## src/rtl/axi_llc_pkg.sv

```systemverilog
`default_nettype none
// ============================================================================
// Module      : axi_llc_pkg
// Description : Shared LLC types. It holds the descriptor record carried
//               between the splitters, the merger and the hit/miss stage. It
//               also holds the state encoding of the descriptor merger.
// Revision    : 1.0 - initial release
// ============================================================================
package axi_llc_pkg;

  // LLC descriptor. Only x_last is interpreted by the merger; everything
  // else is forwarded untouched.
  typedef struct packed {
    logic [15:0] addr;
    logic [3:0]  id;
    logic        x_last;
  } llc_desc_t;

  typedef enum logic [1:0] {
    ST_IDLE  = 2'd0,
    ST_DRAIN = 2'd1,
    ST_FLUSH = 2'd2
  } desc_merge_state_e;

  // Round-robin pointer encoding
  localparam logic c_RR_AW = 1'b0;
  localparam logic c_RR_AR = 1'b1;

endpackage
`default_nettype wire

```

## src/rtl/axi_llc_desc_buf.sv

```systemverilog
`default_nettype none
// ============================================================================
// Module      : axi_llc_desc_buf
// Description : 2-entry circular FIFO of LLC descriptors used as the merger
//               output register stage.
// Ports       : clk_i, rst_i      - clock, sync active-high reset
//               push_i, push_data_i - write strobe and data
//               pop_i             - head consumed (ignored when empty)
//               head_o            - oldest entry
//               count_o           - number of valid entries (0..2)
// Revision    : 1.0 - initial release
// ============================================================================
module axi_llc_desc_buf #(
  parameter type desc_t = axi_llc_pkg::llc_desc_t
) (
  input  logic       clk_i,
  input  logic       rst_i,
  input  logic       push_i,
  input  desc_t      push_data_i,
  input  logic       pop_i,
  output desc_t      head_o,
  output logic [1:0] count_o
);

  desc_t      r_mem [2];
  logic       r_wptr;
  logic       r_rptr;
  logic [1:0] r_count;
  logic       w_push;
  logic       w_pop;

  // A pop in the same cycle frees a slot, so a full buffer still takes a push.
  assign w_pop  = pop_i && (r_count != 2'd0);
  assign w_push = push_i && ((r_count != 2'd2) || w_pop);

  always_ff @(posedge clk_i) begin
    if (rst_i) begin
      r_wptr  <= 1'b0;
      r_rptr  <= 1'b0;
      r_count <= 2'd0;
    end else begin
      if (w_push) r_wptr <= ~r_wptr;
      if (w_pop)  r_rptr <= ~r_rptr;
      case ({w_push, w_pop})
        2'b10:   r_count <= r_count + 2'd1;
        2'b01:   r_count <= r_count - 2'd1;
        default: r_count <= r_count;
      endcase
    end
  end

  // Storage needs no reset; count qualifies every entry.
  always_ff @(posedge clk_i) begin
    if (w_push) r_mem[r_wptr] <= push_data_i;
  end

  assign head_o  = r_mem[r_rptr];
  assign count_o = r_count;

endmodule
`default_nettype wire

```

## src/rtl/axi_llc_desc_merger.sv

```systemverilog
`default_nettype none
// ============================================================================
// Module      : axi_llc_desc_merger
// Description : Merges AW/AR splitter descriptors (round-robin) and flush
//               descriptors (exclusive window after the splitters drain) into
//               one registered descriptor stream.
// Ports       : clk_i, rst_i                 - clock, sync active-high reset
//               aw_desc_*                    - write-splitter descriptors
//               ar_desc_*                    - read-splitter descriptors
//               aw/ar_unit_busy_i            - splitter mid-burst flags
//               flush_desc_*                 - flush descriptors (x_last ends)
//               ax_block_o                   - holds off new AW/AR vectors
//               desc_o, desc_valid_o, desc_ready_i - merged output
// Revision    : 1.0 - initial release
// ============================================================================
module axi_llc_desc_merger
  import axi_llc_pkg::*;
#(
  parameter type desc_t = axi_llc_pkg::llc_desc_t
) (
  input  logic  clk_i,
  input  logic  rst_i,
  input  desc_t aw_desc_i,
  input  logic  aw_desc_valid_i,
  output logic  aw_desc_ready_o,
  input  desc_t ar_desc_i,
  input  logic  ar_desc_valid_i,
  output logic  ar_desc_ready_o,
  input  logic  aw_unit_busy_i,
  input  logic  ar_unit_busy_i,
  input  desc_t flush_desc_i,
  input  logic  flush_desc_valid_i,
  output logic  flush_desc_ready_o,
  output logic  ax_block_o,
  output desc_t desc_o,
  output logic  desc_valid_o,
  input  logic  desc_ready_i
);

  desc_merge_state_e r_state;
  desc_merge_state_e w_state_nxt;
  logic              r_rr;
  logic              r_ax_block;
  logic [1:0]        w_count;
  logic              w_space;
  logic              w_arb_en;
  logic              w_grant_aw;
  logic              w_grant_ar;
  logic              w_aw_hs;
  logic              w_ar_hs;
  logic              w_fl_hs;
  logic              w_push;
  desc_t             w_push_data;

  // Space depends on the registered fill level only, which keeps
  // desc_ready_i out of every upstream ready.
  assign w_space  = (w_count < 2'd2);
  assign w_arb_en = (r_state != ST_FLUSH);

  // One-sided requests win outright; contention follows the rr pointer.
  assign w_grant_aw = w_arb_en && aw_desc_valid_i && (!ar_desc_valid_i || (r_rr == c_RR_AW));
  assign w_grant_ar = w_arb_en && ar_desc_valid_i && (!aw_desc_valid_i || (r_rr == c_RR_AR));

  assign aw_desc_ready_o    = w_space && w_grant_aw;
  assign ar_desc_ready_o    = w_space && w_grant_ar;
  assign flush_desc_ready_o = w_space && (r_state == ST_FLUSH);

  assign w_aw_hs = aw_desc_valid_i && aw_desc_ready_o;
  assign w_ar_hs = ar_desc_valid_i && ar_desc_ready_o;
  assign w_fl_hs = flush_desc_valid_i && flush_desc_ready_o;
  assign w_push  = w_aw_hs || w_ar_hs || w_fl_hs;

  always_comb begin
    w_push_data = aw_desc_i;
    if (w_ar_hs)      w_push_data = ar_desc_i;
    else if (w_fl_hs) w_push_data = flush_desc_i;
  end

  always_ff @(posedge clk_i) begin
    if (rst_i) begin
      r_state    <= ST_IDLE;
      r_rr       <= c_RR_AW;
      r_ax_block <= 1'b0;
    end else begin
      r_state    <= w_state_nxt;
      r_ax_block <= (w_state_nxt != ST_IDLE);
      if (w_aw_hs)      r_rr <= c_RR_AR;
      else if (w_ar_hs) r_rr <= c_RR_AW;
    end
  end

  // DRAIN lasts at least one cycle, so any AW/AR descriptor granted in the
  // IDLE cycle that saw the flush request is already in the buffer before
  // FLUSH opens.
  always_comb begin
    w_state_nxt = r_state;
    case (r_state)
      ST_IDLE: begin
        if (flush_desc_valid_i) w_state_nxt = ST_DRAIN;
      end
      ST_DRAIN: begin
        if (!aw_unit_busy_i && !ar_unit_busy_i && !aw_desc_valid_i && !ar_desc_valid_i)
          w_state_nxt = ST_FLUSH;
      end
      ST_FLUSH: begin
        if (w_fl_hs && flush_desc_i.x_last) w_state_nxt = ST_IDLE;
      end
      default: w_state_nxt = ST_IDLE;
    endcase
  end

  assign ax_block_o = r_ax_block;

  axi_llc_desc_buf #(
    .desc_t (desc_t)
  ) u_desc_buf (
    .clk_i       (clk_i),
    .rst_i       (rst_i),
    .push_i      (w_push),
    .push_data_i (w_push_data),
    .pop_i       (desc_ready_i),
    .head_o      (desc_o),
    .count_o     (w_count)
  );

  assign desc_valid_o = (w_count != 2'd0);

endmodule
`default_nettype wire

```

## config.mk

```make
export PLATFORM = sky130hd
export DESIGN_NAME = axi_llc_desc_merger
export DESIGN_NICKNAME = d
export VERILOG_FILES = /design/src/rtl/axi_llc_pkg.sv /design/src/rtl/axi_llc_desc_buf.sv /design/src/rtl/axi_llc_desc_merger.sv
export SDC_FILE = /design/constraint.sdc
export NUM_CORES = 1
export LEC_CHECK = 0
export CORE_UTILIZATION = 49
export CTS_BUF_LIST = sky130_fd_sc_hd__clkbuf_2 sky130_fd_sc_hd__clkbuf_4 sky130_fd_sc_hd__clkbuf_8
export DETAILED_ROUTE_END_ITERATION = 12
export GPL_TIMING_DRIVEN = 0
export PLACE_DENSITY = 0.95
export SYNTH_ARGS = -nofsm -noshare
export SYNTH_HDL_FRONTEND = slang
export SYNTH_HIERARCHICAL = 1
export SYNTH_SLANG_ARGS = --single-unit
```

## constraint.sdc

```tcl
create_clock -name clk_i -period 6.8 [get_ports clk_i]
set_clock_uncertainty 0.1 [all_clocks]
set_input_delay 1.36 -clock clk_i [delete_from_list [all_inputs] [get_ports clk_i]]
set_output_delay 1.36 -clock clk_i [all_outputs]
set_load 0.005 [all_outputs]
```

==> out/metrics.cfg <==
[clock_network]
cts_tree=yes
cts_hold_buf=0
cts_setup_buffers=0
h-tree-depth=2
clock_path_buffers=2
clk_pin_slew_ns=0.09
numCtsBuffers=5
clk_latency_ns=0.30
cts_resized=0
cts.sinks=51
cts_root_buffer=clkbuf_8

[floorplanning]
rows=26
io_pins=97
dieArea_um2=5600
die_x_um=74.8
die_y_um=74.8
initial_utilization=0.509
coreArea_um2=5110

[worst_setup_path]
cpPeakStageDelay_ns=0.60
cp-end-kind=output port
slowest_stage=clkdlybuf4s50_1
arrival_ns=2.98
path_cells=clkdlybuf4s50_1, inv_1, a2111oi_0, clkdlybuf4s50_1
crit_path_start_kind=input pin
reg2reg_slack_ns=4.03
critPathKind=input pin to output port
worst-path-max-fanout=4
crit_path_frequent_cell=clkdlybuf4s50_1
crit_required_ns=5.34

[routing]
wl_um=5690
num_vias=1737
drt_iter0_drc=54
drc=0
viasPerCell=5.08
firstDrtPassIters=2
ant_nets=0
wl_per_cell_um=16.6

[layout]
syn_to_final_growth_pct=46.1
layout_commonest_cell=clkdlybuf4s50_1
multiInputGateArea_um2=1090
antennaDiodeCount=0
final_cell_area_um2=3800
layout.nets=342
nFillCells=353
mostFrequentLayoutCells=clkdlybuf4s50_1, mux2_2, edfxtp_1
drive_gt1_frac=0.327
final_cell_count_no_fill=342
final_core_util=0.744
register_area_um2=1440

[yosys]
syn_inst=166
seq_area_frac_synth=0.554
avgSynthCellArea_um2=15.7
ys.flop_type=edfxtp_1
synthArstFlopShare=0
post-synth-top-area-cell=edfxtp_1
netlist_top_cells_area=edfxtp_1, mux2_2, mux2_4
synth_enable_flop_cells=42
synth_top_cell_area_share=0.485
syn-num-nets=237
synth_warnings=6
synth_area_um2=2600
ys_ff_latch=51
ys_types=33

[placement]
hpwlAfterDp_um=4350
gp_congestion=0.753
place_area_um2=3680
dp.cells=334
io_buffers=96

[pwr]
p_sw_w=0.000184
clkPwrFrac=0.253
p_sw_frac=0.222
leakagePower_nw=1.40
combPwrFrac=0.266
powerDensity_nw_per_um2=219
p_int_w=0.000646
seqPwrFrac=0.480
ir_drop_v=0.000128

[min_path]
hold_class=flip-flop to flip-flop

[timing]
finalSetupTns_ns=0
hold_viol=0
grt_setup_unrepaired=false
drv_slew=0
slew_headroom=0.428
worstMarginPinSlew_ns=0.852
final.min_clock_period_ns=4.44
fmax_mhz=225
setup-violations-final=0
finalCritPeriodShare=0.653

[run]
maxCapViolations=0

[global_routing]
grt_pass1_wl_um=8670
grt_antenna_before_repair=0
grt_use_total=0.216
overflow=0
grt_pass1_vias=1863
grt_start_max_net_pins=16

[status]
run_status=finished, final reports clean

## routing by layer
layer / part of all wire / track usage / up-vias
met5: 0 / 0 / -
met4: 0.016 / 0.0964 / 0
met3: 0.045 / 0.0402 / 10
met2: 0.57 / 0.429 / 49
met1: 0.37 / 0.214 / 837
li1: - / - / 841
## power by group through the flow
stage | Clock (W) | Combinational [W] | Sequential [W]
detailed placement | 0 | 0.000222 | 0.000406
global route | 0.000223 | 0.000236 | 0.000403
finish | 0.000210 | 0.000221 | 0.000399
global placement | 0 | 0.000208 | 0.000404
CTS | 0.000212 | 0.000223 | 0.000399
floorplan | 0 | 0.000101 | 0.000402
## worst max-delay path: cells and delay by family
kind / cells / cell delay (ns)
buffers and inverters: 3 / 1.18
AOI/OAI and AO/OA: 1 / 0.45
## final cells by class
class,count,share of cell area
timing repair buffer,98,0.261
multi-input combinational,103,0.287
clock inverter,1,0.00791
inverter,6,0.00593
clock buffer,7,0.0221
tap,70,0.0231
buffer,6,0.0135
sequential,51,0.380
## state kept, by name, indices dropped and copies added (netlist names), named ones only
signal	cells
r_rr	1
u_desc_buf/count_o	2
ax_block_o	1
u_desc_buf/r_mem	42
u_desc_buf/r_rptr	1
r_state	2
u_desc_buf/r_wptr	1
## final timing paths
kind	start	to	depth (start not counted)
max reg2reg	r_state[0]	u_desc_buf/r_mem[1][0]	6
min reg2reg	u_desc_buf/r_rptr	u_desc_buf/r_rptr	2
min	u_desc_buf/r_rptr	u_desc_buf/r_rptr	2
max	aw_desc_valid_i	aw_desc_ready_o	4
## stage by stage
stage | worst slack [ns] | power [W] | hold WS [ns]
3_5_place_dp | 2.36 | 0.000629 | 0.393
3_3_place_gp | 2.05 | 0.000613 | 0.389
6_report | 2.36 | 0.000831 | 0.421
4_1_cts | 2.33 | 0.000835 | 0.414
2_1_floorplan | 3.13 | 0.000503 | 0.372
5_1_grt | 2.24 | 0.000862 | 0.473
## cells in the mapped netlist, drive strengths merged, types with 2 or more instances
cell and number:
inv 6, xor2 2, nand2b 2, a21oi 6, nor2b 2, edfxtp 42, buf 6, dfxtp 9
nor2 9, mux2 64, o31ai 2
## kinds of logic after synthesis
group | count (synthesis) | share of synthesized area
compound gates | 16 | 0.0534
xor+xnor | 2 | 0.00674
buf+inv | 12 | 0.0284
flops | 51 | 0.554
mux | 65 | 0.310
simple gates | 20 | 0.0472
Note: power is estimated with default switching activity, not from simulation.
